**config.mk**
```make
export PLATFORM = sky130hd
export DESIGN_NAME = axi_lite_master
export DESIGN_NICKNAME = d
export VERILOG_FILES = /design/src/rtl/axi_lite_master.sv
export SDC_FILE = /design/constraint.sdc
export NUM_CORES = 1
export LEC_CHECK = 0
export BUFFER_PORTS_ARGS = -buffer_cell sky130_fd_sc_hd__buf_2
export CORE_ASPECT_RATIO = 1.1
export CORE_UTILIZATION = 44
export CTS_BUF_LIST = sky130_fd_sc_hd__clkbuf_8
export CTS_CLUSTER_SIZE = 14
export DETAILED_ROUTE_END_ITERATION = 16
export HOLD_SLACK_MARGIN = 0.03
export PLACE_DENSITY = 0.77
export SYNTH_ARGS = -nofsm -noshare
export SYNTH_HDL_FRONTEND = slang
export SYNTH_SLANG_ARGS = --single-unit
export TNS_END_PERCENT = 10
```
**constraint.sdc**
```tcl
create_clock -name clk -period 1.7 [get_ports clk]
set_input_delay 0.17 -clock clk [delete_from_list [all_inputs] [get_ports clk]]
set_output_delay 0.17 -clock clk [all_outputs]
set_load 0.02 [all_outputs]
```
**src/rtl/axi_lite_master.sv**
```systemverilog
// AXI-Lite master: one transaction in flight, per-phase timeout abort.
// All AXI and response outputs come straight from registers.
module axi_lite_master #(
    parameter int ADDR_WIDTH = 4,
    parameter int TIMEOUT    = 16
) (
    input  logic                  clk,
    input  logic                  rst_n,
    input  logic                  cmd_valid,
    output logic                  cmd_ready,
    input  logic                  cmd_we,
    input  logic [ADDR_WIDTH-1:0] cmd_addr,
    input  logic [31:0]           cmd_wdata,
    input  logic [3:0]            cmd_wstrb,
    output logic                  rsp_valid,
    input  logic                  rsp_ready,
    output logic [31:0]           rsp_rdata,
    output logic [1:0]            rsp_resp,
    output logic                  rsp_timeout,
    output logic [ADDR_WIDTH-1:0] awaddr,
    output logic                  awvalid,
    input  logic                  awready,
    output logic [31:0]           wdata,
    output logic [3:0]            wstrb,
    output logic                  wvalid,
    input  logic                  wready,
    input  logic [1:0]            bresp,
    input  logic                  bvalid,
    output logic                  bready,
    output logic [ADDR_WIDTH-1:0] araddr,
    output logic                  arvalid,
    input  logic                  arready,
    input  logic [31:0]           rdata,
    input  logic [1:0]            rresp,
    input  logic                  rvalid,
    output logic                  rready
);

    typedef enum logic [2:0] {
        IDLE, WR_REQ, WR_RESP, RD_REQ, RD_RESP, DONE
    } state_e;

    localparam logic [7:0] TMO = 8'(TIMEOUT);

    state_e                state_q, state_d;
    logic [7:0]            cnt_q, cnt_d;
    logic [ADDR_WIDTH-1:0] awaddr_q, awaddr_d;
    logic [ADDR_WIDTH-1:0] araddr_q, araddr_d;
    logic [31:0]           wdata_q, wdata_d;
    logic [3:0]            wstrb_q, wstrb_d;
    logic                  awvalid_q, awvalid_d;
    logic                  wvalid_q, wvalid_d;
    logic                  bready_q, bready_d;
    logic                  arvalid_q, arvalid_d;
    logic                  rready_q, rready_d;
    logic                  rsp_valid_q, rsp_valid_d;
    logic [31:0]           rsp_rdata_q, rsp_rdata_d;
    logic [1:0]            rsp_resp_q, rsp_resp_d;
    logic                  rsp_timeout_q, rsp_timeout_d;

    logic [7:0] cnt_inc;
    logic       expired;
    logic       aw_fin;
    logic       w_fin;
    logic       waiting;
    logic       abort;

    // A channel counts as finished once its valid has dropped or it is
    // handshaking this cycle; completion wins over an expiring counter.
    assign cnt_inc = cnt_q + 8'd1;
    assign expired = (cnt_inc == TMO);
    assign aw_fin  = !awvalid_q || awready;
    assign w_fin   = !wvalid_q || wready;
    assign waiting = (state_q == WR_REQ) || (state_q == WR_RESP) ||
                     (state_q == RD_REQ) || (state_q == RD_RESP);

    assign cmd_ready   = (state_q == IDLE);
    assign awaddr      = awaddr_q;
    assign awvalid     = awvalid_q;
    assign wdata       = wdata_q;
    assign wstrb       = wstrb_q;
    assign wvalid      = wvalid_q;
    assign bready      = bready_q;
    assign araddr      = araddr_q;
    assign arvalid     = arvalid_q;
    assign rready      = rready_q;
    assign rsp_valid   = rsp_valid_q;
    assign rsp_rdata   = rsp_rdata_q;
    assign rsp_resp    = rsp_resp_q;
    assign rsp_timeout = rsp_timeout_q;

    // State register
    always_ff @(posedge clk) begin
        if (!rst_n) state_q <= IDLE;
        else        state_q <= state_d;
    end

    // Next-state decode
    always_comb begin
        state_d = state_q;
        unique case (state_q)
            IDLE:    if (cmd_valid) state_d = cmd_we ? WR_REQ : RD_REQ;
            WR_REQ:  if (aw_fin && w_fin) state_d = WR_RESP;
                     else if (expired)    state_d = DONE;
            WR_RESP: if (bvalid || expired) state_d = DONE;
            RD_REQ:  if (arready)      state_d = RD_RESP;
                     else if (expired) state_d = DONE;
            RD_RESP: if (rvalid || expired) state_d = DONE;
            DONE:    if (rsp_ready) state_d = IDLE;
            default: state_d = IDLE;
        endcase
    end

    // Next values of the registered outputs and the phase counter
    always_comb begin
        abort         = 1'b0;
        awaddr_d      = awaddr_q;
        araddr_d      = araddr_q;
        wdata_d       = wdata_q;
        wstrb_d       = wstrb_q;
        awvalid_d     = awvalid_q;
        wvalid_d      = wvalid_q;
        bready_d      = bready_q;
        arvalid_d     = arvalid_q;
        rready_d      = rready_q;
        rsp_valid_d   = rsp_valid_q;
        rsp_rdata_d   = rsp_rdata_q;
        rsp_resp_d    = rsp_resp_q;
        rsp_timeout_d = rsp_timeout_q;
        cnt_d = (state_d != state_q || !waiting) ? 8'd0 : cnt_inc;
        unique case (state_q)
            IDLE: begin
                if (cmd_valid && cmd_we) begin
                    awaddr_d  = cmd_addr;
                    wdata_d   = cmd_wdata;
                    wstrb_d   = cmd_wstrb;
                    awvalid_d = 1'b1;
                    wvalid_d  = 1'b1;
                end else if (cmd_valid) begin
                    araddr_d  = cmd_addr;
                    arvalid_d = 1'b1;
                end
            end
            WR_REQ: begin
                if (awready) awvalid_d = 1'b0;
                if (wready)  wvalid_d  = 1'b0;
                if (aw_fin && w_fin) bready_d = 1'b1;
                else if (expired)    abort    = 1'b1;
            end
            WR_RESP: begin
                if (bvalid) begin
                    bready_d      = 1'b0;
                    rsp_valid_d   = 1'b1;
                    rsp_rdata_d   = 32'd0;
                    rsp_resp_d    = bresp;
                    rsp_timeout_d = 1'b0;
                end else if (expired) begin
                    abort = 1'b1;
                end
            end
            RD_REQ: begin
                if (arready) begin
                    arvalid_d = 1'b0;
                    rready_d  = 1'b1;
                end else if (expired) begin
                    abort = 1'b1;
                end
            end
            RD_RESP: begin
                if (rvalid) begin
                    rready_d      = 1'b0;
                    rsp_valid_d   = 1'b1;
                    rsp_rdata_d   = rdata;
                    rsp_resp_d    = rresp;
                    rsp_timeout_d = 1'b0;
                end else if (expired) begin
                    abort = 1'b1;
                end
            end
            DONE: if (rsp_ready) rsp_valid_d = 1'b0;
            default: ;
        endcase
        if (abort) begin
            awvalid_d     = 1'b0;
            wvalid_d      = 1'b0;
            bready_d      = 1'b0;
            arvalid_d     = 1'b0;
            rready_d      = 1'b0;
            rsp_valid_d   = 1'b1;
            rsp_rdata_d   = 32'd0;
            rsp_resp_d    = 2'b10;
            rsp_timeout_d = 1'b1;
        end
    end

    // Output and counter registers
    always_ff @(posedge clk) begin
        if (!rst_n) begin
            cnt_q         <= '0;
            awaddr_q      <= '0;
            araddr_q      <= '0;
            wdata_q       <= '0;
            wstrb_q       <= '0;
            awvalid_q     <= 1'b0;
            wvalid_q      <= 1'b0;
            bready_q      <= 1'b0;
            arvalid_q     <= 1'b0;
            rready_q      <= 1'b0;
            rsp_valid_q   <= 1'b0;
            rsp_rdata_q   <= '0;
            rsp_resp_q    <= '0;
            rsp_timeout_q <= 1'b0;
        end else begin
            cnt_q         <= cnt_d;
            awaddr_q      <= awaddr_d;
            araddr_q      <= araddr_d;
            wdata_q       <= wdata_d;
            wstrb_q       <= wstrb_d;
            awvalid_q     <= awvalid_d;
            wvalid_q      <= wvalid_d;
            bready_q      <= bready_d;
            arvalid_q     <= arvalid_d;
            rready_q      <= rready_d;
            rsp_valid_q   <= rsp_valid_d;
            rsp_rdata_q   <= rsp_rdata_d;
            rsp_resp_q    <= rsp_resp_d;
            rsp_timeout_q <= rsp_timeout_d;
        end
    end

endmodule

```
### Word-level counts from Yosys, hierarchy flattened

Index checks and enable logic that the tools add are counted.

* register bits after elaboration: 96
* input bits: 86
* output and inout bits: 86
* logic and storage cells: 115

* $add $sub $neg: 1
* equality and inequality tests: 19
* muxes and demuxes: 44
* bitwise operators: 2
* reduce and logical (&&, ||, !) cells: 33

Operators with widths (number)
* two-way mux 32 bit: 2
* case mux 32 bit (2 select lines): 1
* two-way mux 3 bit: 7
* AND reduction 3 bit: 7
* two-way mux 1 bit: 20
* case mux 3 bit (6 select lines): 1
* inequality test 2 bit, second input constant: 7
* case mux 1 bit (2 select lines): 6
* nonzero test 2 bit: 5
* inequality test 3 bit, second input constant: 3
* adder 8 x 1 -> 8 bit, second input constant: 1
* equality test 8 x 5 -> 1 bit, second input constant: 1
* logical OR 1 bit: 8
* two-way mux 2 bit: 4
* AND reduction 4 bit: 2
* equality test 3 x 2 -> 1 bit, second input constant: 2
* equality test 3 bit, second input constant: 2
* inequality test 2 x 1 -> 1 bit, second input constant: 2
* case mux 1 bit (4 select lines): 1
* case mux 2 bit (2 select lines): 1
* nonzero test 4 bit: 1
* OR reduction 2 bit: 2
* equality test 3 x 1 -> 1 bit, second input constant: 1
* zero test 1 bit: 3
* other kinds (7): 9

### Depth between registers and ports, before layout

* depth in word-level cells: 8
* depth in mapped cells: 9
* gate-level depth less buffers: 7

### Worst setup path after synthesis

OpenSTA, ideal clock, no wires.

* path kind: reg2reg
* start: register state_q[2]
* end: register awaddr_q[3] (netlist: awaddr[3])
* setup time: 0.076 ns
* data arrival time: 1.677 ns
* data required time: 1.624 ns
* path slack: -0.053 ns
* cell stages (with the launch flop): 9
* buffers on the path: 3
* period minus slack after synthesis: 1.753 ns
* cell sequence: dfxtp_1 > buf_2 > or2_2 > nor2_2 > and3_1 > clkbuf_1 > buf_2 > nand2_1 > a21boi_0

* word-level cells in the longest chain between the ends: 2

Ends and longest elaborated chain
* from (decl): RTL line 45 `state_e state_q, state_d;`
* from (signal assigned): RTL line 95 `else state_q <= state_d;`
* zero test 3 bit
* named net cmd_ready: RTL line 10 `output logic cmd_ready,`
* AND reduction 2 bit (no line)
* to (signal assigned): RTL line 215 `awaddr_q <= awaddr_d;`
* to (decl): RTL line 47 `logic [ADDR_WIDTH-1:0] awaddr_q, awaddr_d;`

The timed path passes the listed nets, and every way through them passes these cells.
A chain may end at the register's enable or synchronous reset.

### Worst setup path in the final report

* start: register cnt_q[5]
* end: register state_q[1]

* word-level cells in the longest chain between the ends: 5
* elaborated cells between the ends (all ways): 10
* those cells by class: 1 x add/sub; 1 x eq/ne; 6 x mux; 2 x reduce/logical

Ends and longest elaborated chain
* from (decl): RTL line 46 `logic [7:0] cnt_q, cnt_d;`
* from (signal assigned): RTL line 214 `cnt_q <= cnt_d;`
* adder 8 x 1 -> 8 bit *: RTL line 70 `assign cnt_inc = cnt_q + 8'd1;`
* equality test 8 x 5 -> 1 bit *: RTL line 71 `assign expired = (cnt_inc == TMO);`
* two-way mux 3 bit (tied with other cells): RTL line 104, 107
* two-way mux 3 bit, on equally long branches
* case mux 3 bit (6 select lines) *: RTL line 101 `unique case (state_q)`

Mark *: on every way between the ends. The rest lies on a longest branch, timed or not.

==> reports/qor.txt <==
outcome: finished, violations left
failing checks: setup timing
Area growth syn-to-layout: 42.1%
CP Max Fanout: 4
clock skew: 0.0135 ns
drt wl/cell: 13.5 µm
TritonCTS clock tree: built
most frequent cells in the layout: buf_2, nand2_1, dfxtp_1
switching power: 2320 µW
Worst Slack Setup Final: -0.0314 ns
CTS H-tree lvls: 3
commonest non-fill, non-tap cell in the layout: buf_2
Via density: 5.07
final hold violations: 0
largest net degree at the start of global routing: 43
uppermost layer routed: met4
Post-synth top flop: dfxtp_1
Netlist cell types: 46
logic gate share of total power: 35.6%
FF/Latch Area: 0.00193 mm²
Sw Share: 34.8%
YS warnings: 0
placed insts: 754
clock share of power: 24.4%
GPL Wtd Cong: 0.924
Worst Setup Path Type: reg -> reg
die height: 101 µm
CTS max path bufs: 2
CP Launch Point: cnt_q[5]$_SDFF_PP0_
IO buf count: 171
Mapped Cells: 464
setup bufs post-CTS: 0
worst-margin pin slew: 0.342 ns
reg-to-reg startpoint: cnt_q[5]$_SDFF_PP0_
M1 wire length: 4.30 mm
final setup violation count: 2
RSZ-0062 raised after global routing: yes
Critical Path Sink Type: flip-flop
Seq pwr share: 40.0%
fin cells: 772
vias in the first global route: 3684
PD cells: 1190 mW/mm²
cts bufs inserted: 9
Max-slew headroom: 76.8%
GRT Residual Overflow: 0
Die Footprint: 0.00930 mm²
final core utilization: 65.6%
min Tclk post-route: 1.73 ns
DR WL met3: 505 µm
top cell type's share of synthesized area: 49.0%
Synth area leader: dfxtp_1
DRT Wirelength: 10.5 mm
via count: 3911
Initial DRT Pass Iterations: 4
initial antenna violation count: 0
VDD IR max: 0.631 mV
syn_area_per_cell: 8.46 µm²
Syn Std Cell Area: 0.00393 mm²
sequential fraction of the synthesis area: 49.0%
share of cells above drive strength 1: 43.9%
maxcap violations: 0
core area: 0.00850 mm²
clock-pin slew on the worst setup and hold paths: 0.09 ns
Tot GR Track Use: 21.5%
Slew Viols, Final: 0
DR DRC count: 0
nets: 743
leakage power: 0.00241 µW
Synth area leaders: dfxtp_1, nand2_1, a21boi_0
area occupied by multi-input gates: 0.00198 mm²
IO Pins: 172
FF+latch count, synth: 96
hold crit path type: in -> reg
post-DP HPWL: 7.38 mm
Max Freq: 578 MHz
Clock Sinks: 96
fin crit share: 102%
Req. time, crit path: 1.96 ns
syn_nets: 551
first-pass GRT wire length: 16.0 mm
metal2 WL: 5.26 mm
Antenna diodes: 0
fraction of registers with async set/reset: 0%
Final ANT Viol Nets: 0
Startpoint Class: flip-flop
Post-synth EDFFs: 0
Root Buffer: clkbuf_8
P_int: 4340 µW
DR iter-0 viols: 146
Die X: 92.1 µm
# fillers: 750
Worst-Skew Late Latency: 0.35 ns
Initial Utilization: 46.2%
critical hold path startpoint: cmd_wdata[0]
Arr. time, crit path: 1.99 ns
# rows: 35
[path summary, 6_finish.rpt]
| path | end | slack [ns] | cells after the start |
|---|---|---|---|
| worst min register to register | awaddr[2]$_SDFFE_PN0P_ | 0.45 | 2 |
| worst max register to register | state_q[1]$_SDFF_PN0_ | -0.03 | 7 |
| worst max-delay path | state_q[1]$_SDFF_PN0_ | -0.03 | 7 |
| worst min-delay path | wdata[0]$_SDFFE_PN0P_ | 0.05 | 3 |
[routing by layer]
metal  GRT usage, %  up-vias
met1           24.6     1801
li1               -     1946
met3           3.47       31
met5              0        -
met4           13.9        0
met2           37.3      133
[cell usage after synthesis (5+ instances only)]
cell type and count:
nor2b_1 9, o21ai_0 10, nand2_1 125, dfxtp_1 96
a21oi_2 21, nor2_1 16, nand3_1 36, a21boi_1 5
a21boi_0 36, mux2i_1 6, clkbuf_1 19, a21oi_1 25
buf_2 9
[what timing repair did]
item	4_1_cts	5_1_grt
gates cloned	0	1
hold buffers	1	0
resized for setup	16	36
pin swaps	1	8
endpoints found under the hold margin	1	0
endpoints found under the setup margin	48	80
[flip-flops by register name, indices dropped and copies added (netlist names), 2 cells and up]
name	cells
rsp_rdata	32
wdata	32
cnt_q	8
araddr	4
awaddr	4
wstrb	4
state_q	3
rsp_resp	2
[stage by stage]
stage	setup WS [ns]	hold WS [ns]	setup TNS (ns)	total power, µW	instance area, µm²
after detailed placement	-0.0949	0.418	-2.18	4910	5160
final	-0.0314	0.0535	-0.0562	6660	5580
after floorplan	-0.0384	0.303	-0.767	4020	3930
after global placement	-0.0112	0.409	-0.0112	4850	5160
after global routing	-0.140	0.0491	-0.991	7040	5580
after CTS	-0.0216	0.0319	-0.0386	6570	5430
[critical path: stages (launching register included)]
cell and delay (ns):
dfxtp_2 0.35, nand2_2 0.07, or4_4 0.52, nand4_1 0.15
buf_4 0.15, and3_4 0.17, a21oi_1 0.07, nor3b_1 0.17
[cells by family after synthesis]
| group | share of synthesized area [%] |
|---|---|
| adders and majority gates | 0.319 |
| xor gates and xnor gates | 1.12 |
| DFF | 49.0 |
| buffers and inverters | 4.11 |
| AOI/OAI and AO/OA | 20.1 |
| and+or+nand+nor | 23.8 |
| muxes | 1.53 |
[power by group through the flow]
stage / clock network [µW] / logic (µW) / registers [µW]
2_1_floorplan: 0 / 1140 / 2880
6_report: 1620 / 2370 / 2660
4_1_cts: 1670 / 2250 / 2650
3_3_place_gp: 0 / 2170 / 2680
3_5_place_dp: 0 / 2210 / 2690
5_1_grt: 1770 / 2580 / 2700
[layout make-up]
| type | instances | share of cell area (%) |
|---|---|---|
| Multi-Input combinational cell | 334 | 35.6 |
| Clock inverter | 6 | 1.53 |
| Inverter | 3 | 0.202 |
| Sequential cell | 96 | 34.7 |
| Clock buffer | 10 | 2.47 |
| Tap cell | 111 | 2.49 |
| Timing Repair Buffer | 212 | 23.1 |
Note: power is estimated with default switching activity, not from simulation.
